===== config.mk =====
export PLATFORM = sky130hd
export DESIGN_NAME = gray_counter_n
export DESIGN_NICKNAME = d
export VERILOG_FILES = /design/src/rtl/gray_counter_n.sv
export SDC_FILE = /design/constraint.sdc
export NUM_CORES = 1
export LEC_CHECK = 0
export ABC_AREA = 1
export CAP_MARGIN = 15
export CORE_AREA = 5 5 42 44
export DETAILED_ROUTE_END_ITERATION = 16
export DIE_AREA = 0 0 47 49
export GPL_TIMING_DRIVEN = 0
export MAX_ROUTING_LAYER = met4
export PLACE_DENSITY = 0.61
export SYNTH_ARGS = -nofsm -noshare
export SYNTH_HDL_FRONTEND = slang
export SYNTH_SLANG_ARGS = --single-unit

===== constraint.sdc =====
create_clock -name Clk -period 1.8 [get_ports Clk]
set_input_delay 0.45 -clock Clk [delete_from_list [all_inputs] [get_ports Clk]]
set_output_delay 0.45 -clock Clk [all_outputs]
set_load 0.02 [all_outputs]

===== src/rtl/gray_counter_n.sv =====
// gray_counter_n: parametrised up/down Gray-code counter
// with parallel Gray load and sticky or pulsed overflow.
module gray_counter_n #(
  parameter int WIDTH  = 3,
  parameter bit STICKY = 1'b1
) (
  input  logic             Clk,
  input  logic             Reset,
  input  logic             En,
  input  logic             Up,
  input  logic             Load,
  input  logic [WIDTH-1:0] LoadVal,
  input  logic             Clear,
  output logic [WIDTH-1:0] Output,
  output logic [WIDTH-1:0] Binary,
  output logic             Overflow,
  output logic             Wrap
);

  logic [WIDTH-1:0] r_cnt;
  logic             r_wrap;
  logic [WIDTH-1:0] w_load_bin;
  logic [WIDTH-1:0] w_cnt_nxt;
  logic             w_wrap;

  // Gray to binary: bit i is the XOR of LoadVal[WIDTH-1:i].
  for (genvar g = 0; g < WIDTH; g++) begin : g_g2b
    assign w_load_bin[g] = ^(LoadVal >> g);
  end

  // Next count and wrap detection; Load outranks En.
  always_comb begin
    w_cnt_nxt = r_cnt;
    w_wrap    = 1'b0;
    if (Load) begin
      w_cnt_nxt = w_load_bin;
    end else if (En) begin
      if (Up) begin
        w_cnt_nxt = r_cnt + 1'b1;
        w_wrap    = &r_cnt;
      end else begin
        w_cnt_nxt = r_cnt - 1'b1;
        w_wrap    = ~|r_cnt;
      end
    end
  end

  // Binary count and one-cycle wrap pulse.
  always_ff @(posedge Clk or negedge Reset) begin
    if (!Reset) begin
      r_cnt  <= '0;
      r_wrap <= 1'b0;
    end else begin
      r_cnt  <= w_cnt_nxt;
      r_wrap <= w_wrap;
    end
  end

  if (STICKY) begin : g_sticky
    logic r_ovf;
    // Sticky overflow; a wrap on the same edge beats Clear.
    always_ff @(posedge Clk or negedge Reset) begin
      if (!Reset)      r_ovf <= 1'b0;
      else if (w_wrap) r_ovf <= 1'b1;
      else if (Clear)  r_ovf <= 1'b0;
    end
    assign Overflow = r_ovf;
  end else begin : g_pulse
    assign Overflow = r_wrap;
  end

  assign Output = r_cnt ^ (r_cnt >> 1);
  assign Binary = r_cnt;
  assign Wrap   = r_wrap;

endmodule


==> impl_metrics.env, run 1 <==
export IMPL_clockBufferDepth=2
export IMPL_grt_max_degree=7
export IMPL_path_cells="clkdlybuf4s50_1"
export IMPL_row_count=14
export IMPL_ctsHoldBuffers=0
export IMPL_layout_drive_gt1_share=0.167
export IMPL_post_synth_cell_area_avg_um2=7.09
export IMPL_first_pass_iters=3
export IMPL_grt_pass1_vias=388
export IMPL_synth_nets=63
export IMPL_synth_cell_types=13
export IMPL_clkPwrFrac=0.288
export IMPL_drtIter0Drc=1
export IMPL_final_common_cell="nand2_1"
export IMPL_finalHoldViolCount=0
export IMPL_finalClockSkew_ns=0.00477
export IMPL_p_int_uw=298
export IMPL_antenna_found_initial=0
export IMPL_stdcell_area_um2=576
export IMPL_timing_final_crit_share=0.976
export IMPL_hpwlAfterDp_um=662
export IMPL_dieHeight_um=49
export IMPL_clock_sinks=5
export IMPL_cts_tree="built"
export IMPL_synth_area_um2=362
export IMPL_cts_buffers=3
export IMPL_reg2reg_slack_ns=0.50
export IMPL_tightest_slew_ns=0.229
export IMPL_setup_viol=0
export IMPL_dpl_cell_area_um2=542
export IMPL_path_clk_slew_ns=0.05
export IMPL_cp_max_fo=6
export IMPL_maxCapViolCount=0
export IMPL_synthCells=51
export IMPL_worst_ep_arrival_time_ns=1.31
export IMPL_gr_total_overflow=0
export IMPL_ys_seq_area_frac=0.346
export IMPL_critPathTopFamily="buffers and inverters"
export IMPL_gp_congestion=0.673
export IMPL_switching_share=0.352
export IMPL_core_um2=1400
export IMPL_slew_headroom=0.847
export IMPL_cp_slowest_cell="clkdlybuf4s50_1"
export IMPL_p_per_area_nw_per_um2=798
export IMPL_drc=0
export IMPL_track_usage=0.0938
export IMPL_routedWlPerCell_um=9.35
export IMPL_pin_count=17
export IMPL_route_antenna_remaining_nets=0
export IMPL_grt_first_pass_wirelength_um=1580
export IMPL_p_comb_frac=0.394
export IMPL_slowest_delay_ns=0.63
export IMPL_rr_endpoint="Binary[2]"
export IMPL_ir_drop_mv=0.302
export IMPL_period_needed_ns=1.76
export IMPL_crit_required_ns=1.35
export IMPL_start_util=0.258
export IMPL_ys_ff_latch=5
export IMPL_path_class="flop to output port"
export IMPL_p_sw_uw=162
export IMPL_fin_nets=85
export IMPL_drt_total_wl_um=823
export IMPL_power_frac_seq=0.318
export IMPL_maxSlewViolCount=0
export IMPL_insertion_delay_ns=0.24
export IMPL_status="completed"
export IMPL_r2r_start="Binary[0]"
export IMPL_diodes=0
export IMPL_dieArea_um2=2300
export IMPL_htreeDepth=1
export IMPL_p_leak_uw=0.000310
export IMPL_rsz0062_at_grt="false"
export IMPL_cp_end_kind="output port"
export IMPL_most_common_layout_cells="17 x nand2_1, 12 x clkdlybuf4s50_1, 11 x inv_1"
export IMPL_syn_to_final_growth_pct=59.2
export IMPL_hold_class="primary input to async pin"
export IMPL_worst_hold_slack_ns=0.426
export IMPL_startpoint_type="flop"
export IMPL_fp_dieW_um=47
export IMPL_vias=368
export IMPL_max_freq_ghz=0.569
export IMPL_yosys_warnings=0
export IMPL_cts_root_buffer="clkbuf_4"
export IMPL_io_buffers=16
export IMPL_vias_per_cell=4.18
export IMPL_reg2reg_depth=6
export IMPL_crit_buf_inv=1
cells by family after synthesis:
logic type,synth area share
xor+xnor,0.0242
fa+ha+maj,0.125
flops,0.346
simple gates,0.325
buf+inv,0.145
compound gates,0.0346
through the flow:
step	std cells	setup TNS (ns)	utilization	total power, uW	setup WS [ns]
after floorplan	51	0	-	245	0.374
after global placement	83	-0.0605	0.387	334	-0.0381
after detailed placement	83	-0.0724	0.387	336	-0.0364
after CTS	87	0	0.404	459	0.0186
after global routing	88	0	0.411	503	0.00242
final	88	0	0.411	459	0.0432
cells in the mapped netlist (all sizes together):
| library cell | instances | area [um^2] |
|---|---|---|
| inv | 12 | 45.0 |
| fa | 1 | 20.0 |
| ha | 2 | 25.0 |
| a22oi | 1 | 7.51 |
| xor2 | 1 | 8.76 |
| nand2 | 18 | 70.1 |
| o21ai | 1 | 5.00 |
| nor2 | 2 | 12.5 |
| dfrtp | 5 | 125 |
| buf | 1 | 7.51 |
| nand3 | 7 | 35.0 |
power by group through the flow:
stage          combinational, uW  clock, uW  sequential, uW
2_1_floorplan               85.6          0             160
3_3_place_gp                 186          0             147
3_5_place_dp                 188          0             148
4_1_cts                      176        135             148
5_1_grt                      206        148             149
6_report                     181        132             146
worst max path at each step:
stage / from / cells past startpoint / to / slack, ns
floorplan: Binary[0] / 2 / Output[0] / 0.37
global placement: Binary[0] / 3 / Output[0] / -0.04
detailed placement: Up / 7 / Binary[2] / -0.04
CTS: Binary[0] / 3 / Output[0] / 0.02
global route: Binary[1] / 3 / Output[0] / 0.002
finish: Binary[2] / 1 / Binary[2] / 0.04
metal layers:
layer  track usage  wire [um]  vias up
li1              -          -      195
met1         0.124        341      158
met2         0.133        405       13
met3        0.0111         62        2
met4        0.0553         13        0
met5             -          0        -
registers in the layout, indices dropped and copies added, names as in the netlist:
register	cells
Wrap	1
Overflow	1
Binary	3
final cells by class:
| class | count | area, um^2 |
|---|---|---|
| fill | 163 | 826 |
| clock buffer | 4 | 26.3 |
| multi-input combinational | 33 | 184 |
| sequential | 5 | 129 |
| tap | 16 | 20.0 |
| timing repair buffer | 17 | 164 |
| buffer | 1 | 7.51 |
| inverter | 12 | 45.0 |
timing repair:
action                                  CTS  global route
hold endpoints to repair                  0             0
setup buffers                             0             1
endpoints found under the setup margin    5             1
resized for setup                         7             1
Note: power is estimated with default switching activity, not from simulation.
==> run 2, diff against run 1 <==
==> constraint.sdc (replaced) <==
create_clock -name Clk -period 1.8 [get_ports Clk]
set_input_delay 0.36 -clock Clk [delete_from_list [all_inputs] [get_ports Clk]]
set_output_delay 0.36 -clock Clk [all_outputs]
set_load 0.02 [all_outputs]
==> impl_metrics.env, run 2 (synthesis results as in run 1) <==
export IMPL_grt_max_degree=7
export IMPL_row_count=14
export IMPL_period_needed_ns=1.68
export IMPL_gr_total_overflow=0
export IMPL_hold_class="primary input to async pin"
export IMPL_cp_endpoint="Output[0]"
export IMPL_layout_drive_gt1_share=0.155
export IMPL_drt_total_wl_um=807
export IMPL_drc=0
export IMPL_cts_buffers=3
export IMPL_maxCapViolCount=0
export IMPL_dp_cells=83
export IMPL_maxSlewViolCount=0
export IMPL_syn_to_final_growth_pct=58.1
export IMPL_path_class="flop to output port"
export IMPL_reg2reg_depth=5
export IMPL_vias=365
export IMPL_fp_dieW_um=47
export IMPL_seq_area_um2=129
export IMPL_io_buffers=16
export IMPL_start_util=0.258
export IMPL_grt_pass1_vias=388
export IMPL_rr_endpoint="Binary[2]"
export IMPL_max_freq_ghz=0.595
export IMPL_tightest_slew_ns=0.228
export IMPL_htreeDepth=1
export IMPL_n_fill_cell=163
export IMPL_clock_sinks=5
export IMPL_grt_first_pass_wirelength_um=1580
export IMPL_timing_final_crit_share=0.934
export IMPL_finalHoldViolCount=0
export IMPL_routedWlPerCell_um=9.28
export IMPL_cp_end_kind="output port"
export IMPL_path_clk_slew_ns=0.05
export IMPL_route_antenna_remaining_nets=0
export IMPL_slew_headroom=0.848
export IMPL_first_pass_iters=2
export IMPL_dieHeight_um=49
export IMPL_cp_max_fo=5
export IMPL_antenna_found_initial=0
export IMPL_gp_congestion=0.673
export IMPL_vias_per_cell=4.20
export IMPL_finalClockSkew_ns=0.00509
export IMPL_final_common_cell="nand2_1"
export IMPL_setup_viol=0
export IMPL_drtIter0Drc=3
export IMPL_fin_setup_tns_ns=0
export IMPL_reg2reg_slack_ns=0.62
export IMPL_hpwlAfterDp_um=662
export IMPL_fin_cells=87
export IMPL_core_um2=1400
export IMPL_ctsHoldBuffers=0
export IMPL_diodes=0
export IMPL_clockBufferDepth=2
export IMPL_pin_count=17
export IMPL_dieArea_um2=2300
export IMPL_p_per_area_nw_per_um2=799
export IMPL_startpoint_type="flop"
export IMPL_r2r_start="Binary[0]"
export IMPL_cts_tree="built"
export IMPL_insertion_delay_ns=0.24
export IMPL_fin_nets=84
export IMPL_startpoint="Binary[0]"
export IMPL_most_common_layout_cells="17 x nand2_1, 13 x clkdlybuf4s50_1, 11 x inv_1"
export IMPL_ir_drop_mv=0.289
export IMPL_cts_root_buffer="clkbuf_4"
export IMPL_rsz0062_at_grt="false"
export IMPL_worst_ep_arrival_time_ns=1.32
export IMPL_multi_input_area_um2=184
export IMPL_crit_required_ns=1.44
export IMPL_status="completed"
export IMPL_p_leak_uw=0.000313
export IMPL_track_usage=0.0938
export IMPL_largest_reg_flops=3
-- run 2: how the worst min path moves through the flow --
stage / start / to / slack (ns) / cells past startpoint
final: Reset / Wrap / 0.34 / 1
after floorplan: Reset / Binary[0] / 0.06 / 0
after global routing: Reset / Overflow / 0.34 / 1
after detailed placement: Overflow / Overflow / 0.53 / 2
after CTS: Reset / Wrap / 0.34 / 1
after global placement: Overflow / Overflow / 0.51 / 2
-- run 2: metal layers --
metal | vias up | wire, um | global-route usage
met5 | - | 0 | -
met4 | 0 | 21 | 0.0553
met3 | 2 | 58 | 0.0111
met2 | 12 | 391 | 0.133
met1 | 157 | 337 | 0.124
li1 | 194 | - | -
-- run 2: timing repair --
action	in CTS	in global routing
cloned	0	0
setup endpoints to repair	3	2
setup buffers	0	0
resized for setup	3	3
-- run 2: area by class of cell --
type / instances / share of cell area
multi-input cells: 33 / 0.322
flip-flops and latches: 5 / 0.225
clock buffers: 4 / 0.0460
well taps: 16 / 0.0350
plain buffers: 1 / 0.0131
repair buffers: 16 / 0.280
inverters: 12 / 0.0788
-- run 2: metrics by stage --
step | util | power [uW] | hold slack, ns | worst slack (ns) | area (um^2)
after floorplan | - | 245 | 0.0644 | 0.464 | 362
after global placement | 0.387 | 334 | 0.511 | 0.0519 | 542
after detailed placement | 0.387 | 336 | 0.525 | 0.0536 | 542
after CTS | 0.404 | 463 | 0.341 | 0.0415 | 567
after global routing | 0.408 | 501 | 0.341 | 0.0490 | 572
final | 0.408 | 457 | 0.335 | 0.118 | 572
-- run 2: critical path, stage by stage (launching register included) --
cell           delay [ns]
dfrtp_2              0.41
inv_1                0.07
ha_1                 0.28
dlygate4sd2_1        0.32
-- run 2: where the power goes --
group          total (uW)  switching (uW)  internal (uW)
clock network         132            48.2           84.0
registers             148            20.5            128
logic                 177            91.8           85.0
total                 457             160            296
